`config.mk`:
```
export PLATFORM = sky130hd
export DESIGN_NAME = pipe_ctrl
export DESIGN_NICKNAME = d
export VERILOG_FILES = /design/src/rtl/pipe_ctrl.sv
export SDC_FILE = /design/constraint.sdc
export NUM_CORES = 1
export LEC_CHECK = 0
export CORE_ASPECT_RATIO = 2
export CORE_MARGIN = 2
export CORE_UTILIZATION = 44
export CTS_BUF_LIST = sky130_fd_sc_hd__clkbuf_8
export CTS_CLUSTER_DIAMETER = 30
export DETAILED_ROUTE_END_ITERATION = 8
export PLACE_DENSITY = 0.94
export SYNTH_ARGS = -nofsm -noshare
export SYNTH_HDL_FRONTEND = slang
export SYNTH_SLANG_ARGS = --single-unit
```
`constraint.sdc`:
```
create_clock -name clk -period 2.6 [get_ports clk]
set_clock_uncertainty 0.15 [all_clocks]
set_input_delay 0.26 -clock clk [delete_from_list [all_inputs] [get_ports clk]]
set_output_delay 0.26 -clock clk [all_outputs]
set_load 0.01 [all_outputs]
```
`src/rtl/pipe_ctrl.sv`:
```
`default_nettype none
// ============================================================================
// Module      : pipe_ctrl
// Description : Five-stage pipeline controller: stall merge, multi-cycle EX
//               sequencing and MEM-exception flush/redirect.
// Revision    : 1.0 - initial release
// ============================================================================
module pipe_ctrl #(
    parameter int CNT_W = 6
) (
    input  logic             clk,
    input  logic             rst,
    input  logic             stallreq_id,
    input  logic             stallreq_ex,
    input  logic             mc_start,
    input  logic [CNT_W-1:0] mc_cycles,
    input  logic             mc_cancel,
    input  logic             flush_req,
    input  logic [31:0]      flush_pc,
    output logic [5:0]       stall,
    output logic             flush,
    output logic [31:0]      new_pc,
    output logic             mc_busy,
    output logic             mc_done
);

    localparam logic [1:0] S_IDLE  = 2'd0;
    localparam logic [1:0] S_MULTI = 2'd1;
    localparam logic [1:0] S_FLUSH = 2'd2;

    localparam logic [5:0] STALL_ID = 6'b000111;
    localparam logic [5:0] STALL_EX = 6'b001111;

    localparam logic [CNT_W-1:0] CNT_ONE = CNT_W'(1);
    localparam logic [CNT_W-1:0] CNT_TWO = CNT_W'(2);

    logic [1:0]       state;
    logic [1:0]       state_nx;
    logic [CNT_W-1:0] cnt;
    logic [CNT_W-1:0] cnt_nx;
    logic [31:0]      pc_lat;
    logic [31:0]      pc_nx;
    logic             ex_hold;
    logic             mc_long;

    // Lengths 0 and 1 behave as ordinary single-cycle EX ops.
    assign mc_long = mc_start && (mc_cycles >= CNT_TWO);

    always_comb begin
        state_nx = state;
        cnt_nx   = cnt;
        pc_nx    = pc_lat;
        ex_hold  = stallreq_ex;
        mc_done  = 1'b0;
        case (state)
            S_IDLE: begin
                if (flush_req) begin
                    state_nx = S_FLUSH;
                    pc_nx    = flush_pc;
                end else if (mc_long) begin
                    ex_hold  = 1'b1;
                    state_nx = S_MULTI;
                    cnt_nx   = mc_cycles - CNT_TWO;
                end
            end
            S_MULTI: begin
                if (flush_req) begin
                    state_nx = S_FLUSH;
                    pc_nx    = flush_pc;
                end else if (mc_cancel) begin
                    state_nx = S_IDLE;
                end else if (cnt == '0) begin
                    mc_done  = 1'b1;
                    state_nx = S_IDLE;
                end else begin
                    ex_hold  = 1'b1;
                    cnt_nx   = cnt - CNT_ONE;
                end
            end
            S_FLUSH: begin
                if (flush_req) begin
                    pc_nx = flush_pc;
                end else begin
                    state_nx = S_IDLE;
                end
            end
            default: state_nx = S_IDLE;
        endcase

        if (rst) begin
            mc_done = 1'b0;
        end

        if (rst || flush_req || (state == S_FLUSH)) begin
            stall = 6'b000000;
        end else if (ex_hold) begin
            stall = STALL_EX;
        end else if (stallreq_id) begin
            stall = STALL_ID;
        end else begin
            stall = 6'b000000;
        end
    end

    always_ff @(posedge clk or posedge rst) begin
        if (rst) begin
            state  <= S_IDLE;
            cnt    <= '0;
            pc_lat <= 32'h0;
        end else begin
            state  <= state_nx;
            cnt    <= cnt_nx;
            pc_lat <= pc_nx;
        end
    end

    // Pure decodes of flops, so these stay glitch-free registered outputs.
    assign flush   = (state == S_FLUSH);
    assign new_pc  = flush ? pc_lat : 32'h0;
    assign mc_busy = (state == S_MULTI);

endmodule
`default_nettype wire

```
; ---- Yosys cells after proc, flatten, opt, wreduce, memory -nomap -nowiden
; Index checks and enable logic that the tools add are counted.
[op_classes]
n_addsub = 2
eq_ne = 10
muxes = 28
n_reduce_logical = 10
n_lt_le_gt_ge = 1
[ops]
columns = op, count
row1 = 32-bit 2-to-1 mux, 1
row2 = 6-bit 2-to-1 mux, 5
row3 = 2-bit 2-to-1 mux, 6
row4 = 2-bit != test (second input constant), 6
row5 = 6-bit one-hot mux with 2 select lines, 1
row6 = 1-bit 2-to-1 mux, 10
row7 = 4-bit 2-to-1 mux, 2
row8 = 6-bit by 2-bit greater-or-equal comparator with 1-bit output (second input constant), 1
row9 = 6-bit logical NOT, 1
row10 = 2-bit one-hot mux with 3 select lines, 1
row11 = 6-bit AND reduction, 1
row12 = 6-bit by 1-bit subtractor with 6-bit output (second input constant), 1
row13 = 6-bit by 2-bit subtractor with 6-bit output (second input constant), 1
row14 = 4-bit by 3-bit != test with 1-bit output (second input constant), 1
row15 = 3-bit 2-to-1 mux, 1
row16 = 3-bit != test (second input constant), 1
row17 = 3-bit AND reduction, 1
row18 = 3-bit OR reduction, 1
row19 = 2-bit by 1-bit equality test with 1-bit output (second input constant), 1
row20 = 2-bit equality test (second input constant), 1
row21 = 2-bit logical NOT, 1
row22 = 1-bit logical OR, 2
row23 = 1-bit one-hot mux with 2 select lines, 1
row24 = 2-bit AND reduction, 1
row25 = other kinds (2), 2
[word_totals]
in_bits = 45
word_cells = 54
out_inout_bits = 41
regBits = 40

; ---- Logic depth before layout (Yosys ltp)
[depth]
depth_word = 7
mapped_depth = 7
depth_no_buf = 6

; ---- Worst setup path after synthesis
; No wires, ideal clock.
[synth_path]
path_type = flip-flop to output port
startpoint = register cnt[0]
endpoint = output port stall[1]
arrival_time_ns = 1.840
required_ns = 2.190
path_slack_ns = 0.350
n_path_buf = 1
stages_incl_launch_ff = 8
cell_sequence = dfrtp_1 -> inv_1 -> ha_1 -> or4b_4 -> o21ai_4 -> nand2_4 -> o31a_1 -> buf_4
[synth_via]
elab_chain_len = 7
[synth_lines]
columns = item, line_no
row1 = "start, declared", 39  ; logic [CNT_W-1:0] cnt;
row2 = "start signal, assigned", 112  ; cnt <= cnt_nx;
row3 = 6-bit logical NOT, 72  ; end else if (cnt == '0) begin
row4 = 1-bit 2-to-1 mux, 72
row5 = 1-bit 2-to-1 mux, 70  ; end else if (mc_cancel) begin
row6 = 1-bit 2-to-1 mux, 67  ; if (flush_req) begin
row7 = 1-bit one-hot mux with 2 select lines, 55  ; case (state)
row8 = 4-bit 2-to-1 mux, 96  ; end else if (ex_hold) begin
row9 = 4-bit 2-to-1 mux, 94  ; if (rst || flush_req || (state == S_FLUSH)) begin
row10 = "end, declared", 20  ; output logic [5:0] stall,
; Every way passes these cells.

; ---- Final worst setup path
[layout_path]
startpoint = register cnt[0]
endpoint = output port stall[3]
; The elaborated chain is that of the path after synthesis.

==> impl_results.md <==
- Final nets: roughly 320
- Die ar.: 5265 um^2
- CTS tree: yes
- Final number of setup-violating endpoints: 0
- Die H: a little over 100 um
- P&R area growth vs syn: 53.05%
- First DRT Iteration DRCs: 27
- Via density: 5.071
- Tmin final: 2.459 ns
- ANT cells: 0
- Synth Area in XOR/XNOR: 0.8526%
- WL final: 4999 um
- MaxCap Viol Count: 0
- #FFs+latches synth: 40
- Post-Synth Simple-Gate Area: 17.05%
- Compound-Gate Fraction of Synth Area: 8.648%
- Hold-fix buffers, CTS: 0
- Vias post-DR: 1653
- Tcrit/Tclk final: a little over nine tenths
- Die Wd: 52.32 um
- Least-Margin Pin Slew: 0.5641 ns
- Num Clock Sinks: 40
- Worst skew pair latency: around 0.28 ns
- Largest cells by area after synthesis: dfrtp_1 49%, mux2_2 16%, and2_1 9.7%, ha_1 1.8%, mux2_1 1.6%
- WL per Instance: 15.33 um
- Synth Flop Type: dfrtp_1
- Hold Violations, Final: 0
- Largest family of logic cells by synthesized area: multiplexers
- WP data required: 2.19 ns
- Gp weighted congestion: 0.7732
- Vias in the first global route: around 1800
- Hold WC Path Type: in2async
- Worst Setup End Kind: output pin
- Crit Path Class: reg2out
- Clk slew on worst S/H paths: 0.08 ns
- CTS Buf Count: 5
- Post-route core utilization: 69.04%
- Power Density: 571.8 nW/um^2
- Synth Area in Adders: 1.827%
- Post-Syn Area: 2054 um^2
- Setup repair after global routing missed its margin: no
- Status: complete, no violations
- Drt pass-1 iters: 4
- Sequential area share after synthesis: 48.72%
- Initial antenna violation count: 0
- Port Buf Inserts: 83
- Static Leak: 0.001344 uW
- CTS root buf: clkbuf_8
- Slew HR: between 60% and 70%
- Clock Path Buffers: 2
- Core Region: approximately 4600 um^2
- DRC: 0
- Placed cell areas: 3017 um^2
- Starting Density: 45.11%
- Ys async rst share: 100.0%
- Crit path DAT: 2.05 ns
- Peak VDD IR: 0.5854 mV
- Max FO, Critical Path: 3
- EDFF count, synth: 0
- First-pass GRT wire length: 7748 um
- Setup TNS: 0 ns
- GRT overflow: 0
- H-tree depth: 2
- Rows: 35
- Synth Warn #: 0
- GRT Total Usage: 19.99%
- Synth cell types: 37
- Slew Viols, Final: 0
- Critical Path Source Type: flip-flop
- Fmax: 406.6 MHz
- Ports: 86
- Syn avg cell area: 11.67 um^2
- Post-Synthesis Cells: 176
- Cell taking the most area after synthesis: dfrtp_1
- Largest net degree at the start of global routing: 34
- Post-synthesis mux area share: 18.27%
- Share of cells above drive strength 1: 24.35%
- Cell area after layout: 3144 um^2
- Dpl hpwl: 3921 um
- Post-route ant nets: 0
- Post-synth top area share: between 40 and 50%
==> final timing paths <==
check / startpoint / endpoint / slack (ns) / cells past startpoint
setup / recovery: cnt[0]$_DFFE_PP0P_ / stall[3] / 0.14 / 7
hold / removal: rst / cnt[2]$_DFFE_PP0P_ / 0.24 / 2
setup reg to reg: cnt[0]$_DFFE_PP0P_ / cnt[1]$_DFFE_PP0P_ / 0.56 / 7
hold reg to reg: pc_lat[23]$_DFFE_PP0P_ / pc_lat[23]$_DFFE_PP0P_ / 0.33 / 1
max in group asynchronous: rst / pc_lat[5]$_DFFE_PP0P_ / 1.51 / 3
min in group clk: pc_lat[23]$_DFFE_PP0P_ / pc_lat[23]$_DFFE_PP0P_ / 0.33 / 1
==> cell type report <==
| type | instances | area [um^2] |
|---|---|---|
| flip-flops and latches | 40 | 1001 |
| inverters | 7 | 26.28 |
| clock inverters | 1 | 30.03 |
| repair buffers | 98 | 942.2 |
| well taps | 55 | 68.82 |
| clock buffers | 7 | 96.34 |
| fillers | 369 | 1410 |
| multi-input cells | 118 | 979.7 |
==> synthesized netlist by cell type, types with 2 or more instances <==
cell type,number
buf_2,4
dfrtp_1,40
mux2_1,3
o21ai_0,2
a22oi_1,3
a22o_1,2
a21oi_1,2
buf_4,4
nor4b_1,2
nor2_1,3
o21ai_4,2
and2_1,32
nor2b_1,3
xor2_1,2
clkbuf_1,4
o22ai_1,2
inv_1,7
a2bb2oi_1,3
nor3_1,4
nand2_1,5
mux2_2,29
ha_1,3
==> sequential cells by signal, summed over array words and instances, names as in the netlist <==
register  cells
cnt           6
pc_lat       32
state         2
==> metrics by stage <==
stage,std cells,worst slack [ns],power (uW),hold WS (ns)
3_3_place_gp,316,-0.03001,1233,0.3082
4_1_cts,326,0.01545,1816,0.2495
2_1_floorplan,177,0.3504,1012,0.2447
3_5_place_dp,316,-0.08220,1251,0.3210
6_report,326,0.1407,1798,0.2444
5_1_grt,326,0.04786,1888,0.2954
==> metal layers <==
layer | track usage (%) | routed length (um)
met5 | 0 | 0
met3 | 4.303 | 244
met2 | 36.25 | 2848
met1 | 19.59 | 1673
met4 | 11.83 | 233
==> where the power goes <==
part	internal, uW	total [uW]	switching, uW
Clock	339	547	209
Combinational	295	480	185
Sequential	711	771	60.2
==> cells in the final DEF (no fill, tap or decap), drive strengths merged <==
cell / count
clkdlybuf4s50: 78
dfrtp: 40
mux2: 33
and2: 32
buf: 15
clkbuf: 10
inv: 7
nand2: 6
o21ai: 5
nor3: 4
nor2: 3
a22oi: 3
a2bb2oi: 3
ha: 3
nor2b: 3
nor4b: 2
a21oi: 2
a22o: 2
xor2: 2
o22ai: 2
conb: 2
or4: 1
or4b: 1
a211o: 1
nand3b: 1
nand3: 1
a21boi: 1
o31a: 1
o21a: 1
nor3b: 1
or3: 1
o31ai: 1
bufinv: 1
dlymetal6s2s: 1
dlygate4sd2: 1
==> critical path, stage by stage, from the launching register on <==
cell and delay (ns):
dfrtp_1 0.39, inv_2 0.07, ha_1 0.13, or4b_4 0.47, o21ai_4 0.18, nand2_4 0.07, o21a_1 0.17, dlygate4sd2_1 0.28
==> kinds of logic (layout without fill, tap and decap cells) <==
family,Yosys count,in the layout
compound gates,22,22
xor+xnor,2,2
fa+ha+maj,3,3
buf+inv,19,113
flops,40,40
mux,33,33
other cells,1,2
simple gates,56,56
==> timing repair <==
item,CTS,global route
resized for setup,8,4
setup buffers,2,0
gates cloned,0,0
setup endpoints to repair,4,4
pin swaps,1,1
Note: power is estimated with default switching activity, not from simulation.
